File: src/rtl/button_event_source.sv
`default_nettype none
// ============================================================================
// Module   : button_event_source
// Purpose  : Synchronizes and debounces btnC, then emits press/release/long strobes.
//            Build option: define AUTO_REPEAT_EN to re-fire press_pulse while held long.
// Revision : 1.0
// ============================================================================
module button_event_source #(
  parameter int DEBOUNCE_CYCLES = 1_000_000,
  parameter int LONG_CYCLES     = 50_000_000,
  parameter int REPEAT_CYCLES   = 10_000_000
) (
  input  logic clk,
  input  logic rst,
  input  logic btnC,
  output logic btn_level,
  output logic press_pulse,
  output logic release_pulse,
  output logic long_pulse,
  output logic held_long
);

  localparam int MAX_DL  = (DEBOUNCE_CYCLES > LONG_CYCLES) ? DEBOUNCE_CYCLES : LONG_CYCLES;
  localparam int MAX_ALL = (MAX_DL > REPEAT_CYCLES) ? MAX_DL : REPEAT_CYCLES;
  localparam int CNT_W   = $clog2(MAX_ALL) + 1;

  localparam logic [CNT_W-1:0] DEB_LIM  = CNT_W'(DEBOUNCE_CYCLES);
  localparam logic [CNT_W-1:0] LONG_LIM = CNT_W'(LONG_CYCLES);
  localparam logic [CNT_W-1:0] ONE      = CNT_W'(1);

  typedef enum logic [1:0] {
    IDLE  = 2'd0,
    PRESS = 2'd1,
    LONG  = 2'd2
  } state_t;

  state_t           state_q, state_d;
  logic             s1_q, s1_d, s2_q, s2_d;
  logic [CNT_W-1:0] deb_q, deb_d;
  logic [CNT_W-1:0] hold_q, hold_d;
  logic             level_q, level_d;
  logic             press_q, press_d;
  logic             release_q, release_d;
  logic             long_q, long_d;
  logic             held_q, held_d;
  logic             rise, fall;
  logic [CNT_W-1:0] hold_inc;

`ifdef AUTO_REPEAT_EN
  localparam logic [CNT_W-1:0] REP_LIM = CNT_W'(REPEAT_CYCLES);
  logic [CNT_W-1:0] rep_q, rep_d;
  logic [CNT_W-1:0] rep_inc;
`endif

  always_comb begin
    s1_d      = btnC;
    s2_d      = s1_q;
    deb_d     = deb_q;
    level_d   = level_q;
    state_d   = state_q;
    hold_d    = hold_q;
    press_d   = 1'b0;
    release_d = 1'b0;
    long_d    = 1'b0;
    held_d    = held_q;
    rise      = 1'b0;
    fall      = 1'b0;
    hold_inc  = (hold_q >= LONG_LIM) ? hold_q : hold_q + ONE;
`ifdef AUTO_REPEAT_EN
    rep_d     = rep_q;
    rep_inc   = (rep_q >= REP_LIM) ? rep_q : rep_q + ONE;
`endif

    // The count must sit at the limit for one extra cycle before the level flips.
    if (s2_q != level_q) begin
      if (deb_q >= DEB_LIM) begin
        level_d = s2_q;
        deb_d   = '0;
        rise    = s2_q;
        fall    = ~s2_q;
      end else begin
        deb_d = deb_q + ONE;
      end
    end else begin
      deb_d = '0;
    end

    case (state_q)
      IDLE: begin
        if (rise) begin
          state_d = PRESS;
          press_d = 1'b1;
          hold_d  = '0;
        end
      end
      PRESS: begin
        if (fall) begin
          state_d   = IDLE;
          release_d = 1'b1;
          held_d    = 1'b0;
          hold_d    = '0;
        end else begin
          hold_d = hold_inc;
          if (hold_inc == LONG_LIM) begin
            state_d = LONG;
            long_d  = 1'b1;
            held_d  = 1'b1;
`ifdef AUTO_REPEAT_EN
            rep_d   = '0;
`endif
          end
        end
      end
      LONG: begin
        if (fall) begin
          state_d   = IDLE;
          release_d = 1'b1;
          held_d    = 1'b0;
          hold_d    = '0;
        end else begin
`ifdef AUTO_REPEAT_EN
          if (rep_inc == REP_LIM) begin
            press_d = 1'b1;
            rep_d   = '0;
          end else begin
            rep_d = rep_inc;
          end
`endif
        end
      end
      default: begin
        state_d = IDLE;
        held_d  = 1'b0;
      end
    endcase
  end

  always_ff @(posedge clk) begin
    if (rst) begin
      state_q   <= IDLE;
      s1_q      <= 1'b0;
      s2_q      <= 1'b0;
      deb_q     <= '0;
      hold_q    <= '0;
      level_q   <= 1'b0;
      press_q   <= 1'b0;
      release_q <= 1'b0;
      long_q    <= 1'b0;
      held_q    <= 1'b0;
`ifdef AUTO_REPEAT_EN
      rep_q     <= '0;
`endif
    end else begin
      state_q   <= state_d;
      s1_q      <= s1_d;
      s2_q      <= s2_d;
      deb_q     <= deb_d;
      hold_q    <= hold_d;
      level_q   <= level_d;
      press_q   <= press_d;
      release_q <= release_d;
      long_q    <= long_d;
      held_q    <= held_d;
`ifdef AUTO_REPEAT_EN
      rep_q     <= rep_d;
`endif
    end
  end

  assign btn_level     = level_q;
  assign press_pulse   = press_q;
  assign release_pulse = release_q;
  assign long_pulse    = long_q;
  assign held_long     = held_q;

endmodule
`default_nettype wire

File: config.mk
export PLATFORM = sky130hd
export DESIGN_NAME = button_event_source
export DESIGN_NICKNAME = d
export VERILOG_FILES = /design/src/rtl/button_event_source.sv
export SDC_FILE = /design/constraint.sdc
export NUM_CORES = 1
export LEC_CHECK = 0
export ABC_AREA = 1
export BUFFER_PORTS_ARGS = -buffer_cell sky130_fd_sc_hd__buf_2
export CORE_MARGIN = 1
export CORE_UTILIZATION = 45
export CTS_BUF_LIST = sky130_fd_sc_hd__clkbuf_16
export CTS_CLUSTER_DIAMETER = 80
export DETAILED_ROUTE_END_ITERATION = 12
export PLACE_DENSITY = 0.58
export SYNTH_ARGS = -nofsm -noshare
export SYNTH_HDL_FRONTEND = slang
export SYNTH_SLANG_ARGS = --single-unit
File: constraint.sdc
create_clock -name clk -period 3.9 [get_ports clk]
set_clock_uncertainty 0.1 [all_clocks]
set_input_delay 0.195 -clock clk [delete_from_list [all_inputs] [get_ports clk]]
set_output_delay 0.195 -clock clk [all_outputs]
set_load 0.01 [all_outputs]
==> results.py <==
metrics = {
    "setup_path": {
        "cpMostUsedCell": "nand2_1",
        "crit_type": "reg2reg",
        "critPathArrivalTime_ns": 2.98,
        "slowest_delay_ns": 0.44,
        "crit_family": "simple AND/OR/NAND/NOR gates",
        "path_cells": "nor2_1 > nand2_1 > nor4_2 > o211ai_1 > nand3_1 > nand3_1 > nand2_1 > nand2_1 > inv_1 > nand2_1 > buf_4 > nand2_1 > nand2_1 > nand2_1 > inv_1",
        "path_buf_inv": 3,
        "end_kind": "flip-flop",
        "cp_max_fo": 31,
        "crit_slowest_cell": "nand2_1",
        "critPathLaunchType": "flip-flop",
        "cp_data_required_time_ns": 4.03,
    },
    "route": {
        "wirelength_mm": 10.92,
        "drtIter0Drc": 272,
        "vias": 4159,
        "dr.pass1.iters": 4,
        "vias_per_cell": 5.047,
        "wl_per_cell_um": 13.25,
        "antenna_left": 0,
        "drcViolationCount": 0,
    },
    "place": {
        "dpl_cell_area_mm2": 0.004243,
        "place_inst": 807,
        "port_buffers": 7,
        "place_congestion": 0.9104,
        "dp_hpwl_mm": 8.080,
    },
    "run": {
        "cap_viol_max_count": 0,
    },
    "final_layout": {
        "mostFrequentLayoutCell": "nand2_1",
        "final_cells": 824,
        "nNetsFinal": 721,
        "layout_common_cells": "nand2_1, nor2_1, inv_1",
        "area_growth_pct": 9.921,
        "utilization": 0.5148,
        "layout-drive-gt1-share": 0.07542,
        "antenna_cells": 0,
        "fillers": 938,
        "finalInstanceArea_mm2": 0.004533,
    },
    "synth": {
        "syn-cell-area_mm2": 0.004124,
        "ys_ff_latch": 63,
        "synth_top_area_frac": 0.3058,
        "yosysUniqueCellTypes": 37,
        "synth_area_leaders": "dfxtp_1, nand2_1, nor2_1",
        "yosysSeqAreaShare": 0.3058,
        "synthFlopType": "dfxtp_1",
        "synth_top_cell_by_area": "dfxtp_1",
        "synth_edf_count": 0,
        "async_reset_ff_frac": 0,
        "yosysWarnings": 0,
        "syn_area_per_cell_um2": 5.891,
        "synth_cells": 700,
    },
    "die": {
        "floorplan.rows": 34,
        "die-area_mm2": 0.009551,
        "io_pins": 8,
        "die_w_um": 97.73,
        "die_h_um": 97.73,
        "core_mm2": 0.008806,
        "initial_core_util": 0.4683,
    },
    "timing": {
        "period_share": 0.7314,
        "maxSlewViolCount": 0,
        "fin_setup_tns_ns": 0,
        "tightest_slew_ns": 0.8152,
        "setup_viol": 0,
        "relSlewSlack": 0.4549,
        "hold_viol": 0,
        "rsz0062_at_grt": "no",
        "max_freq_mhz": 350.6,
        "period_needed_ns": 2.853,
    },
    "grt": {
        "grt_max_degree": 32,
        "track_usage": 0.2449,
        "grt_first_pass_wirelength_mm": 18.39,
        "grt_pass1_vias": 3910,
        "antenna_found_initial": 0,
        "grt-ovfl-total": 0,
    },
    "worst_hold_path": {
        "hold_class": "in2reg",
    },
    "cts": {
        "clock_latency_ns": 0.33,
        "clkSinkCount": 63,
        "htree_levels": 3,
        "clk_pin_slew_ns": 0.06,
        "numCtsBuffers": 9,
        "root_buffer": "clkbuf_16",
        "cts_tree": "done",
        "cts_buffer_depth": 2,
    },
    "status": {
        "status": "completed",
    },
    "power_and_ir_drop": {
        "p_leak_nw": 2.036,
        "pwr_density_cell_mw_per_mm2": 446.9,
        "ir_worst_vdd_mv": 0.2242,
    },
}
[synthesized netlist by cell type, drive strengths merged (2+ instances only)]
library cell / count
dfxtp: 63
inv: 98
nand3: 44
or2: 2
clkbuf: 7
nor3: 10
o21ai: 15
nand2: 265
a31oi: 2
ha: 7
xnor2: 2
a211oi: 2
nor3b: 2
nor4: 2
o211ai: 3
nand4: 17
buf: 10
nor2: 108
a21oi: 21
xor2: 14
[metrics by stage]
step,setup WS [ns],hold WS [ns],power (mW)
after floorplan,1.849,0.2020,1.150
after global placement,1.035,0.2906,1.263
after detailed placement,1.014,0.2938,1.268
after CTS,1.010,0.1539,2.034
after global routing,0.5329,0.1713,2.159
final,1.047,0.1492,2.026
[worst paths after layout]
path                        start                       to  slack (ns)  cells past startpoint
max          deb_q[26]$_SDFF_PP0_  hold_q[20]$_SDFFE_PP0P_        1.05                     15
min                           rst          s1_q$_SDFF_PP0_        0.15                      2
max reg2reg  deb_q[26]$_SDFF_PP0_  hold_q[20]$_SDFFE_PP0P_        1.05                     15
min reg2reg       s1_q$_SDFF_PP0_          s2_q$_SDFF_PP0_        0.30                      2
[cell type report]
| type | instances | area, um^2 | area share |
|---|---|---|---|
| Inverter | 99 | 371.6 | 0.08198 |
| Multi-Input combinational cell | 527 | 2417 | 0.5333 |
| Timing Repair Buffer | 11 | 67.56 | 0.01490 |
| Clock buffer | 9 | 225.2 | 0.04968 |
| Tap cell | 108 | 135.1 | 0.02981 |
| Clock inverter | 7 | 55.05 | 0.01214 |
| Sequential cell | 63 | 1261 | 0.2782 |
[per-layer routing]
layer	routed length, um	track usage
met1	4903	0.2904
met5	0	0
met2	5281	0.4321
met3	372	0.03651
met4	361	0.1212
[state kept, by name, indices dropped and copies added (netlist names)]
name           cells
deb_q             27
s1_q               1
s2_q               1
state_q            2
release_pulse      1
held_long          1
btn_level          1
hold_q            27
long_pulse         1
press_pulse        1
[kinds of logic (layout without fill, tap and decap cells)]
| group | after synthesis | count (layout) | synth area share |
|---|---|---|---|
| xor+xnor | 16 | 16 | 0.03398 |
| simple gates | 452 | 452 | 0.4630 |
| fa+ha+maj | 7 | 7 | 0.02124 |
| buf+inv | 116 | 126 | 0.1135 |
| compound gates | 45 | 45 | 0.06159 |
| other cells | 1 | 7 | 0.0009093 |
| flops | 63 | 63 | 0.3058 |
[timing repair]
action,CTS,global route
setup endpoints to repair,0,0
endpoints found under the hold margin,1,0
hold buffers,1,0
gates resized for setup,0,0
setup buffers,0,0
[where the power goes]
part	switching, mW	leakage (nW)	internal, mW
Sequential	0.0697	0.513	0.696
Clock	0.327	0.138	0.438
Combinational	0.347	1.38	0.148
[worst register-to-register path, stage by stage (launching register included)]
cell and delay, ns:
dfxtp_1 0.30, nor2_1 0.09, nand2_1 0.09, nor4_2 0.20
o211ai_1 0.15, nand3_1 0.17, nand3_1 0.17, nand2_1 0.12
nand2_1 0.07, inv_1 0.28, nand2_1 0.09, buf_4 0.26
nand2_1 0.44, nand2_1 0.10, nand2_1 0.08, inv_1 0.03
(Power assumes the default switching activity.)
